### src/rtl/mini_core_accel_pkg.sv
// Shared types and constants for the accelerator-farm int8 multiplier leaves.
package mini_core_accel_pkg;

  typedef struct packed {
    logic [7:0] multiplicand;
    logic [7:0] multiplier;
  } t_core2mul_int8;

  typedef struct packed {
    logic        done;
    logic [15:0] result;
  } t_mul2core_int8;

  typedef enum logic {
    MUL_IDLE,
    MUL_BUSY
  } t_mul_int8_state;

  localparam int unsigned MUL_INT8_STEPS = 8;
  localparam int unsigned NUM_MUL_INT8   = 8;

endpackage

### src/rtl/mini_core_accel_mul_int8.sv
// Sequential signed 8x8 radix-2 Booth multiplier; restarts whenever the held
// operands change and reports a sticky done with the latest product.
module mini_core_accel_mul_int8
  import mini_core_accel_pkg::*;
(
  input  logic           Clk,
  input  logic           Rst_N,
  input  t_core2mul_int8 core2mul,
  output t_mul2core_int8 mul2core
);

  localparam logic [2:0] LAST_STEP = 3'(MUL_INT8_STEPS - 1);

  t_mul_int8_state state;
  logic [2:0]      cnt;
  logic [7:0]      cap_mcand;
  logic [7:0]      cap_mplier;
  logic [8:0]      a_reg;
  logic [7:0]      q_reg;
  logic            q_m1;
  logic [8:0]      m_reg;
  logic [15:0]     result_q;
  logic            done_q;

  logic            new_op;
  logic [8:0]      a_sel;
  logic [8:0]      a_next;
  logic [7:0]      q_next;
  logic            q_m1_next;

  assign new_op = {core2mul.multiplicand, core2mul.multiplier} != {cap_mcand, cap_mplier};

  // One Booth step: add/subtract M, then arithmetic shift of {A', Q, q_m1}.
  always_comb begin
    a_sel = a_reg;
    case ({q_reg[0], q_m1})
      2'b01:   a_sel = a_reg + m_reg;
      2'b10:   a_sel = a_reg - m_reg;
      default: a_sel = a_reg;
    endcase
    a_next    = {a_sel[8], a_sel[8:1]};
    q_next    = {a_sel[0], q_reg[7:1]};
    q_m1_next = q_reg[0];
  end

  always_ff @(posedge Clk or negedge Rst_N) begin
    if (!Rst_N) begin
      state      <= MUL_IDLE;
      cnt        <= '0;
      cap_mcand  <= '0;
      cap_mplier <= '0;
      a_reg      <= '0;
      q_reg      <= '0;
      q_m1       <= 1'b0;
      m_reg      <= '0;
      result_q   <= '0;
      done_q     <= 1'b1;
    end else if (new_op) begin
      // Same load path serves a fresh job from IDLE and an abort from BUSY.
      cap_mcand  <= core2mul.multiplicand;
      cap_mplier <= core2mul.multiplier;
      m_reg      <= {core2mul.multiplicand[7], core2mul.multiplicand};
      a_reg      <= '0;
      q_reg      <= core2mul.multiplier;
      q_m1       <= 1'b0;
      cnt        <= '0;
      done_q     <= 1'b0;
      state      <= MUL_BUSY;
    end else if (state == MUL_BUSY) begin
      a_reg <= a_next;
      q_reg <= q_next;
      q_m1  <= q_m1_next;
      cnt   <= cnt + 3'd1;
      if (cnt == LAST_STEP) begin
        result_q <= {a_next[7:0], q_next};
        done_q   <= 1'b1;
        state    <= MUL_IDLE;
      end
    end
  end

  assign mul2core.done   = done_q;
  assign mul2core.result = result_q;

endmodule

### config.mk
export PLATFORM = sky130hd
export DESIGN_NAME = mini_core_accel_mul_int8
export DESIGN_NICKNAME = d
export VERILOG_FILES = /design/src/rtl/mini_core_accel_pkg.sv /design/src/rtl/mini_core_accel_mul_int8.sv
export SDC_FILE = /design/constraint.sdc
export NUM_CORES = 1
export LEC_CHECK = 0
export BUFFER_PORTS_ARGS = -buffer_cell sky130_fd_sc_hd__buf_2
export CORE_ASPECT_RATIO = 0.75
export CORE_MARGIN = 1.5
export CORE_UTILIZATION = 62
export CTS_CLUSTER_SIZE = 12
export DETAILED_ROUTE_END_ITERATION = 10
export GPL_TIMING_DRIVEN = 0
export PLACE_DENSITY_LB_ADDON = 0.12
export SLEW_MARGIN = 20
export SYNTH_ARGS = -nofsm -noshare
export SYNTH_HDL_FRONTEND = slang
export SYNTH_SLANG_ARGS = --single-unit
### constraint.sdc
create_clock -name Clk -period 4.8 [get_ports Clk]
set_clock_uncertainty 0.1 [all_clocks]
set_input_delay 0.48 -clock Clk [delete_from_list [all_inputs] [get_ports Clk]]
set_output_delay 0.48 -clock Clk [all_outputs]
set_load 0.02 [all_outputs]
==> run metrics, run 1 <==
Starting Density 66.5%; gpl congestion 0.850; Reg clk slew, reported paths 0.10 ns; Area growth syn-to-layout 11.9%; Seq/Total Area, Yosys 48.9%; via count a little under 2,000; worst endpoint data arrival time ~3.2 ns; TritonCTS Buffers 5; count of final setup violators 0; post-synth cell types 38; Total Wirelength 5360 um; CTS max path bufs 2; ys flop type dfrtp_1; Die Y about 61 um; global-route wire length before repair roughly 9100 um; final slew viol count 0; syn_area_per_cell 10.4 um2; Min-Delay Path Class in -> async; WS Path Type reg -> reg; CTS tree done; share of cells above drive strength 1 between 15 and 20%; Worst VDD drop 0.000209 V; CP Max Fanout 8; Hold Buf Count CTS 0; Post-synth ARST share 100%; Yosys top cell by area dfrtp_1; slew margin rel. 53.1%; H-tree depth 2; die width 80.1 um; worst skew pair latency 0.31 ns; total negative slack 0 ns; # fillers 329; Multi-input gate area 1260 um2; Die ar. 4870 um2; status finished, final reports clean; hpwl dp approximately 4000 um; Crit path max-delay family multiplexers; Syn Nets slightly below 300; Largest stage delay, worst path 0.42 ns; Post-Syn Area 2760 um2; Final Net Count 339; grt total ovfl 0; number of iterations in the first detailed-routing pass 4; slowest cell on the critical path fa_1; largest cells by area after synthesis dfrtp_1 (48%), xor2_1 (6.3%), ha_1 (5.4%), mux2i_1 (5.4%), nor2_1 (3.5%); Required @ worst endpoint 4.89 ns; commonest cells in the netlist dfrtp_1 (53), nor2_1 (26), clkbuf_1 (25); Antenna Cells 0; Post-route DRC 0; post-cts sizing count 0; pwr/cell area between 200 and 300 nW/um2; area share of the largest cell type after synthesis 48.0%; crit end category flop; Yosys warning count 0; crit-path cells inv_1 > ha_1 > clkbuf_1 > mux2_2 > fa_1 > and2b_1 > o31a_1 > o22ai_1 > mux2i_1 > xor2_1 > a21oi_1; fin crit share 63.9%; Avg WL per Cell 14.7 um; ANT nets after route 0; port buffer count 34; Sequential cell area 1350 um2; Post-synth EDFFs 0; Worst Setup Start Kind flop; I/O pin total 35; Levels on crit path 11; max-cap viol count 0; Sink Count 54; DR iter-0 viols around 130; #FFs+latches synth 54; Post-CTS Setup Inserts 0; GRT Util Overall 25.4%; Root Driver clkbuf_8; DR vias/cell about 5.5; slew of the pin with the lowest slew margin about 0.7 ns; number of global-route vias before repair roughly 1,900; min cycle time layout a little over 3 ns; # rows 20; final core utilization 74.4%; Syn Inst Count 267; CP Buf/Inv Count 2; worst reg-to-reg path cell count 11; initial antenna violation count 0; leakage power ~1.6 nW; Largest register FFs 16; count leader, synth dfrtp_1; maximum clock frequency 326 MHz; area of the core 4150 um2; Final Hold Vio Count 0; Top reg by flops result_q; largest net degree at the start of global routing 55; RSZ-0062 raised after global routing no
[report_power, final]
part	internal [mW]	switching [mW]
clock	0.103	0.148
sequential	0.465	0.00955
combinational	0.0400	0.0534
[through the flow]
stage	hold slack (ns)	setup slack (ns)	area (um2)	cells	total power, mW
floorplan	0.0844	2.04	2760	267	0.541
global placement	0.353	1.83	3000	356	0.573
detailed placement	0.360	1.78	3010	356	0.576
CTS	0.116	1.74	3090	364	0.823
global route	0.131	1.46	3090	364	0.859
finish	0.0906	1.73	3090	364	0.819
[logic make-up after synthesis]
group / count (synthesis) / share of synthesized area [%]
AO/OA/AOI/OAI: 51 / 11.2
XOR/XNOR: 28 / 8.87
adder cells (fa/ha/maj): 13 / 6.16
buffers and inverters: 37 / 5.57
flip-flops: 54 / 48.9
multiplexers: 24 / 9.10
AND/OR/NAND/NOR: 60 / 10.2
[layout make-up]
| type | instances | share of cell area, % |
|---|---|---|
| well taps | 55 | 2.23 |
| plain buffers | 28 | 3.89 |
| clock inverters | 2 | 0.445 |
| multi-input cells | 176 | 40.7 |
| inverters | 9 | 1.09 |
| clock buffers | 6 | 2.35 |
| repair buffers | 34 | 5.58 |
| flip-flops and latches | 54 | 43.7 |
[final timing paths]
path,to,startpoint,slack (ns)
max,result_q[15],q_m1,1.73
min,result_q[11],Rst_N,0.09
max reg2reg,result_q[15],q_m1,1.73
min reg2reg,done_q,done_q,0.38
max in group asynchronous,q_reg[4],Rst_N,4.06
min in group Clk,m_reg[2],core2mul[10],0.26
[per-layer routing]
metal	wire, um	global-route usage [%]
met5	0	0
met4	145	10.8
met3	276	6.62
met2	2210	36.0
met1	2730	37.3
[layout by cell type, fill, tap and decap left out, types with 6 or more instances in the layout]
| cell type | count |
|---|---|
| dfrtp_1 | 53 |
| buf_2 | 33 |
| clkbuf_1 | 26 |
| nor2_1 | 26 |
| xor2_1 | 20 |
| a21oi_1 | 18 |
| mux2i_1 | 15 |
| nand2_1 | 12 |
| o21ai_0 | 12 |
| ha_1 | 12 |
| inv_1 | 9 |
| xnor2_1 | 8 |
| nor3_1 | 6 |
| a211oi_1 | 6 |
(Power assumes the default switching activity.)
==> run 2, diff against run 1 <==
--- a/config.mk
+++ b/config.mk
@@ -5,10 +5,11 @@
 export SDC_FILE = /design/constraint.sdc
 export NUM_CORES = 1
 export LEC_CHECK = 0
+export ABC_AREA = 1
 export BUFFER_PORTS_ARGS = -buffer_cell sky130_fd_sc_hd__buf_2
 export CORE_ASPECT_RATIO = 0.75
 export CORE_MARGIN = 1.5
-export CORE_UTILIZATION = 62
+export CORE_UTILIZATION = 58
 export CTS_CLUSTER_SIZE = 12
 export DETAILED_ROUTE_END_ITERATION = 10
 export GPL_TIMING_DRIVEN = 0
==> constraint.sdc (replaced) <==
create_clock -name Clk -period 3.2 [get_ports Clk]
set_clock_uncertainty 0.1 [all_clocks]
set_input_delay 0.32 -clock Clk [delete_from_list [all_inputs] [get_ports Clk]]
set_output_delay 0.32 -clock Clk [all_outputs]
set_load 0.02 [all_outputs]
==> run 2 against run 1 <==
Net effect: via count is 17% higher; combinational power is 60% higher; non-clock buffer count is 3 lower; final area is 8.3% higher; routed wire length is 3.8% higher; highest routed layer unchanged; die area is 15% higher.
==> run metrics, run 2 <==
final slew viol count 0 (unchanged); count leader, synth nand2_1; Sink Count 54 (unchanged); worst endpoint data arrival time 2.92 ns (-0.24 ns); crit end category flop; max-cap viol count 0 (unchanged); # fillers 442 (+34%); grt total ovfl 0 (unchanged); Min-Delay Path Class in -> reg; area of the core 4930 um2 (+19%); Top reg by flops result_q; Worst VDD drop 0.000318 V (+52%); die width 85.9 um (+7.2%); Multi-input gate area 1370 um2 (+9.3%); Post-Syn Area 2990 um2 (+8.1%); Final Hold Vio Count 0 (unchanged); Avg WL per Cell 11.5 um (-22%); switching share of power 24.9% (-0.85 points); Logic pwr share 11.8% (+0.4 points); status finished, final reports clean; Worst Setup Start Kind flop; ys flop type dfrtp_1; Root Driver clkbuf_8; Post-synth ARST share 100% (unchanged); Pint 954 uW (+57%); Largest stage delay, worst path 0.44 ns (+0.02 ns); Syn Nets 410 (+38%); RSZ-0062 raised after global routing no; largest net degree at the start of global routing 55 (unchanged); cell area after layout 3350 um2 (+8.3%); Crit path top cell by count inv_1; Total Wirelength 5570 um (+3.8%); #FFs+latches synth 54 (unchanged); CTS tree done; post-cts sizing count 0 (unchanged); DR iter-0 viols 162 (+30%); count of final setup violators 0 (unchanged); largest cells by area after synthesis dfrtp_1 (44%), nand2_1 (19%), xor2_1 (5.3%), ha_1 (5.0%), inv_1 (4.1%); Sequential cell area 1350 um2 (unchanged); commonest cells in the netlist nand2_1 (152), dfrtp_1 (53), inv_1 (33); crit-path cells inv_1 > ha_1 > inv_1 > nor2_1 > inv_1 > o21ai_0 > xor2_1 > inv_1 > ha_1 > a21oi_1 > o21a_1 > nand3b_1 > nand3_1 > o21ai_0 > nand2_1 > nand2_1; most frequent cells in the layout nand2_1 (152), dfrtp_1 (53), inv_1 (33), buf_2 (33), nand3_1 (21); Net Sw Power 316 uW (+50%); I/O pin total 35 (unchanged); Placement Cell Area 3230 um2 (+7.6%); Antenna Cells 0 (unchanged); most common cell after layout, fill and taps aside nand2_1; TritonCTS Buffers 5 (unchanged); post-synth cell types 32 (-16%); Clk pwr share 32.3% (+1.6 points); GRT Util Overall 22.8% (-2.6 points); slew of the pin with the lowest slew margin 0.650 ns (-0.0534 ns); Required @ worst endpoint 3.30 ns (-1.59 ns); Starting Density 60.6% (-5.9 points); global-route wire length before repair 9890 um (+9.1%); min cycle time layout 2.82 ns (-0.250 ns); total negative slack 0 ns (unchanged); pwr/cell area 379 nW/um2 (+43%); Die ar. 5590 um2 (+15%); Post-synth EDFFs 0 (unchanged); fin crit share 88.1% (+24 points); maximum clock frequency 355 MHz (+8.9%); ANT nets after route 0 (unchanged); Seq/Total Area, Yosys 45.3% (-3.6 points); Die Y 65.1 um (+7.1%); slew margin rel. 56.6% (+3.6 points); Syn Inst Count 379 (+42%); port buffer count 34 (unchanged); slowest cell on the critical path dfrtp_1; worst skew pair latency 0.30 ns (about the same); gpl congestion 0.862 (+1.4%); area share of the largest cell type after synthesis 44.4% (-3.6 points); DR vias/cell 4.83 (-12%); H-tree depth 2 (unchanged); Final Net Count 452 (+33%); Yosys top cell by area dfrtp_1; Reg clk slew, reported paths 0.09 ns (about the same); number of global-route vias before repair 2,206 (+18%); initial antenna violation count 0 (unchanged); syn_area_per_cell 7.88 um2 (-24%); CP Max Fanout 6 (-2); share of cells above drive strength 1 14.5% (-2.0 points); number of iterations in the first detailed-routing pass 4 (unchanged); hpwl dp 4400 um (+9.5%); Post-route DRC 0 (unchanged); via count 2,328 (+17%); Largest register FFs 16 (unchanged); register share of total power 55.9% (-2.0 points); Yosys warning count 0 (unchanged); final core utilization 68.0% (-6.4 points); Pwr Total 1.27 mW (+55%); leakage power 1.82 nW (+14%); CTS max path bufs 2 (unchanged); Area growth syn-to-layout 12.1%; WS Path Type reg -> reg; # rows 22 (+10%)
run 2: worst paths after layout:
path	to	depth (start not counted)	from	slack [ns]
worst max-delay path	result_q[14]	16	m_reg[0]	0.38
worst min-delay path	m_reg[0]	2	core2mul[8]	0.11
worst max register to register	result_q[14]	16	m_reg[0]	0.38
worst min register to register	done_q	2	done_q	0.37
max in group asynchronous	m_reg[6]	2	Rst_N	2.07
min in group asynchronous	result_q[12]	2	Rst_N	0.48
run 2: logic make-up after synthesis:
kind of cell               share of synthesized area, %
AOI/OAI and AO/OA                                  4.40
xor gates and xnor gates                           6.16
adders and majority gates                          5.70
buffers and inverters                              8.71
DFF                                                45.3
and+or+nand+nor                                    29.7
run 2: area by class of cell:
type	count	share of cell area [%]
Inverter	36	4.07
Clock inverter	1	0.261
Buffer	24	3.70
Clock buffer	7	2.88
Sequential cell	54	40.4
Tap cell	60	2.24
Multi-Input combinational cell	265	41.0
Timing Repair Buffer	35	5.45
run 2: critical path: cells and delay by family, from the launching register on:
family                     cells  cell delay [ns]
buffers and inverters          4             0.27
DFF                            1             0.44
and+or+nand+nor                5             0.49
AOI/OAI and AO/OA              4             0.76
xor gates and xnor gates       1             0.16
adders and majority gates      2             0.50
run 2: timing repair:
action	CTS	global route
endpoints found under the setup margin	0	0
hold buffers	1	0
endpoints found under the hold margin	53	0
buffers inserted	0	0
run 2: per-layer routing:
layer,wire [um],up-vias,track usage [%]
li1,-,1240,-
met1,2910,1031,34.1
met2,2370,48,34.4
met3,221,9,4.27
met4,67,0,6.05
met5,0,-,0
run 2: per-stage QoR:
| stage | std cells | hold WS [ns] | setup slack [ns] |
|---|---|---|---|
| 3_5_place_dp | 473 | 0.300 | 0.412 |
| 3_3_place_gp | 473 | 0.348 | 0.482 |
| 4_1_cts | 482 | 0.111 | 0.390 |
| 5_1_grt | 482 | 0.126 | 0.134 |
| 2_1_floorplan | 379 | -0.0756 | 0.767 |
| 6_report | 482 | 0.112 | 0.381 |
run 2: power by group through the flow:
stage / logic, mW / registers (mW) / clock network (mW)
after floorplan: 0.0992 / 0.721 / 0
after global placement: 0.144 / 0.723 / 0
after detailed placement: 0.150 / 0.724 / 0
after CTS: 0.152 / 0.710 / 0.425
after global routing: 0.175 / 0.713 / 0.449
final: 0.149 / 0.710 / 0.410
==> run 3, diff against run 2 <==
--- a/config.mk
+++ b/config.mk
@@ -5,11 +5,10 @@
 export SDC_FILE = /design/constraint.sdc
 export NUM_CORES = 1
 export LEC_CHECK = 0
-export ABC_AREA = 1
 export BUFFER_PORTS_ARGS = -buffer_cell sky130_fd_sc_hd__buf_2
 export CORE_ASPECT_RATIO = 0.75
 export CORE_MARGIN = 1.5
-export CORE_UTILIZATION = 58
+export CORE_UTILIZATION = 57
 export CTS_CLUSTER_SIZE = 12
 export DETAILED_ROUTE_END_ITERATION = 10
 export GPL_TIMING_DRIVEN = 0
==> run 3 against run 2 <==
Net effect: utilization shrank 0.14 points; count of clock-buffer cells in the layout shrank 1; combinational power shrank 5%; global-route usage grew 0.13 points; critical path type unchanged; register-to-register slack lost 0.13 ns; non-clock buffer count grew 3; final area shrank 7.4%.
==> run metrics, run 3 (same netlist as run 1, synthesis figures left out) <==
status finished, final reports clean; CTS max path bufs 2 (unchanged); maximum clock frequency 339 MHz (-4.5%); worst skew pair latency 0.31 ns (about the same); Largest stage delay, worst path 0.41 ns (-0.03 ns); Antenna Cells 0 (unchanged); CTS tree done; DR iter-0 viols 144 (-11%); Final Hold Vio Count 0 (unchanged); Root Driver clkbuf_8; min cycle time layout 2.95 ns (+0.133 ns); Area growth syn-to-layout 12.2% (about the same); Hold Path Origin core2mul[12]; Cells after DPL 358 (-24%); via count 2,009 (-14%); Largest register FFs 16 (unchanged); RR Endpoint a_reg[7]; final slew viol count 0 (unchanged); crit-path cells inv_1 > ha_1 > mux2_2 > fa_1 > and2b_1 > o31a_1 > o22ai_1 > mux2i_1 > or3_1 > a21oi_1; Starting Density 60.5% (-0.16 points); Reg clk slew, reported paths 0.10 ns (about the same); Setup WS pre-CTS 0.186 ns (-0.226 ns); Pwr Total 1.23 mW (-3.2%); initial antenna violation count 0 (unchanged); slew margin rel. 48.1% (-8.5 points); count of final setup violators 0 (unchanged); slew of the pin with the lowest slew margin 0.778 ns (+0.128 ns); slowest cell on the critical path fa_1; Required @ worst endpoint 3.33 ns (+0.03 ns); H-tree depth 2 (unchanged); share of cells above drive strength 1 16.5% (+2.0 points); die width 83.4 um (-2.9%); gpl congestion 0.798 (-7.4%); cell area after layout 3100 um2 (-7.4%); Avg WL per Cell 15.3 um (+32%); DR vias/cell 5.49 (+14%); Total Wirelength 5580 um (+0.31%); ANT nets after route 0 (unchanged); Die Y 63.3 um (-2.8%); final core utilization 67.8% (-0.14 points); Worst VDD drop 0.000290 V (-8.7%); worst setup margin 0.247 ns (-0.133 ns); Die ar. 5280 um2 (-5.6%); Hold Path End m_reg[4]; Worst Setup Start Kind flop; port buffer count 34 (unchanged); GRT Util Overall 22.9% (+0.13 points); global-route wire length before repair 9360 um (-5.3%); Min-Delay Path Class in -> reg; CP Max Fanout 8 (+2); Sequential cell area 1350 um2 (unchanged); worst reg-to-reg path cell count 10 (-6); Hold Path Cell Cnt 2 (unchanged); Post-route DRC 0 (unchanged); FF-to-FF setup slack 0.25 ns (-0.13 ns); R2R Path Start q_m1; pwr/cell area 396 nW/um2 (+4.6%); area of the core 4570 um2 (-7.2%); Sink Count 54 (unchanged); RSZ-0062 raised after global routing no; number of global-route vias before repair 1,915 (-13%); crit end category flop; Final Net Count 339 (-25%); Multi-input gate area 1260 um2 (-8.5%); Placement Cell Area 3010 um2 (-7.0%); worst endpoint data arrival time 3.09 ns (+0.17 ns); Finished Layout Cells 366 (-24%); fin crit share 92.3% (+4.2 points); number of iterations in the first detailed-routing pass 4 (unchanged); max-cap viol count 0 (unchanged); leakage power 1.60 nW (-13%); Hold Slack 0.107 ns (-0.00493 ns); TritonCTS Buffers 5 (unchanged); total negative slack 0 ns (unchanged); Post-CTS Setup Inserts 0 (unchanged); grt total ovfl 0 (unchanged); most common cell after layout, fill and taps aside dfrtp_1; hpwl dp 4100 um (-6.9%); Top reg by flops result_q; largest net degree at the start of global routing 55 (unchanged); most frequent cells in the layout dfrtp_1 (53), buf_2 (33), nor2_1 (26); I/O pin total 35 (unchanged); WS Path Type reg -> reg; # fillers 365 (-17%); # rows 21 (-4.5%)
[run 3: area by class of cell]
cell class | count | area share [%]
clock inverters | 2 | 0.484
multi-input cells | 176 | 40.5
well taps | 57 | 2.30
repair buffers | 35 | 5.89
clock buffers | 6 | 2.34
inverters | 9 | 1.09
flip-flops and latches | 54 | 43.6
plain buffers | 27 | 3.75
[run 3: worst max-delay path by stage]
stage / startpoint / endpoint / slack (ns) / cells past startpoint
global placement: q_m1 / a_reg[7] / 0.22 / 11
finish: q_m1 / a_reg[7] / 0.25 / 10
CTS: q_m1 / a_reg[7] / 0.14 / 11
global route: m_reg[2] / result_q[15] / 0.07 / 11
detailed placement: q_m1 / a_reg[7] / 0.19 / 11
floorplan: q_m1 / a_reg[7] / 0.44 / 11
[run 3: what timing repair did]
item	in CTS	in global routing
resized for setup	0	0
endpoints found under the setup margin	0	2
endpoints found under the hold margin	53	0
hold buffers	1	0
[run 3: critical path: cells and delay by family (launching register included)]
family | cells | cell delay, ns
AOI/OAI and AO/OA | 3 | 0.45
adders and majority gates | 2 | 0.72
buffers and inverters | 1 | 0.05
DFF | 1 | 0.39
muxes | 2 | 0.57
and+or+nand+nor | 2 | 0.59
[run 3: layer usage]
metal | global-route usage [%] | share of wire [%] | wire [um]
met5 | 0 | 0 | 0
met4 | 6.25 | 0.98 | 55
met3 | 4.06 | 3.9 | 215
met2 | 35.9 | 44 | 2480
met1 | 33.2 | 51 | 2830
[run 3: where the power goes]
part / internal, mW / switching, mW / total [mW]
registers: 0.697 / 0.0138 / 0.711
logic: 0.0607 / 0.0798 / 0.141
clock network: 0.155 / 0.223 / 0.378
total: 0.913 / 0.317 / 1.23
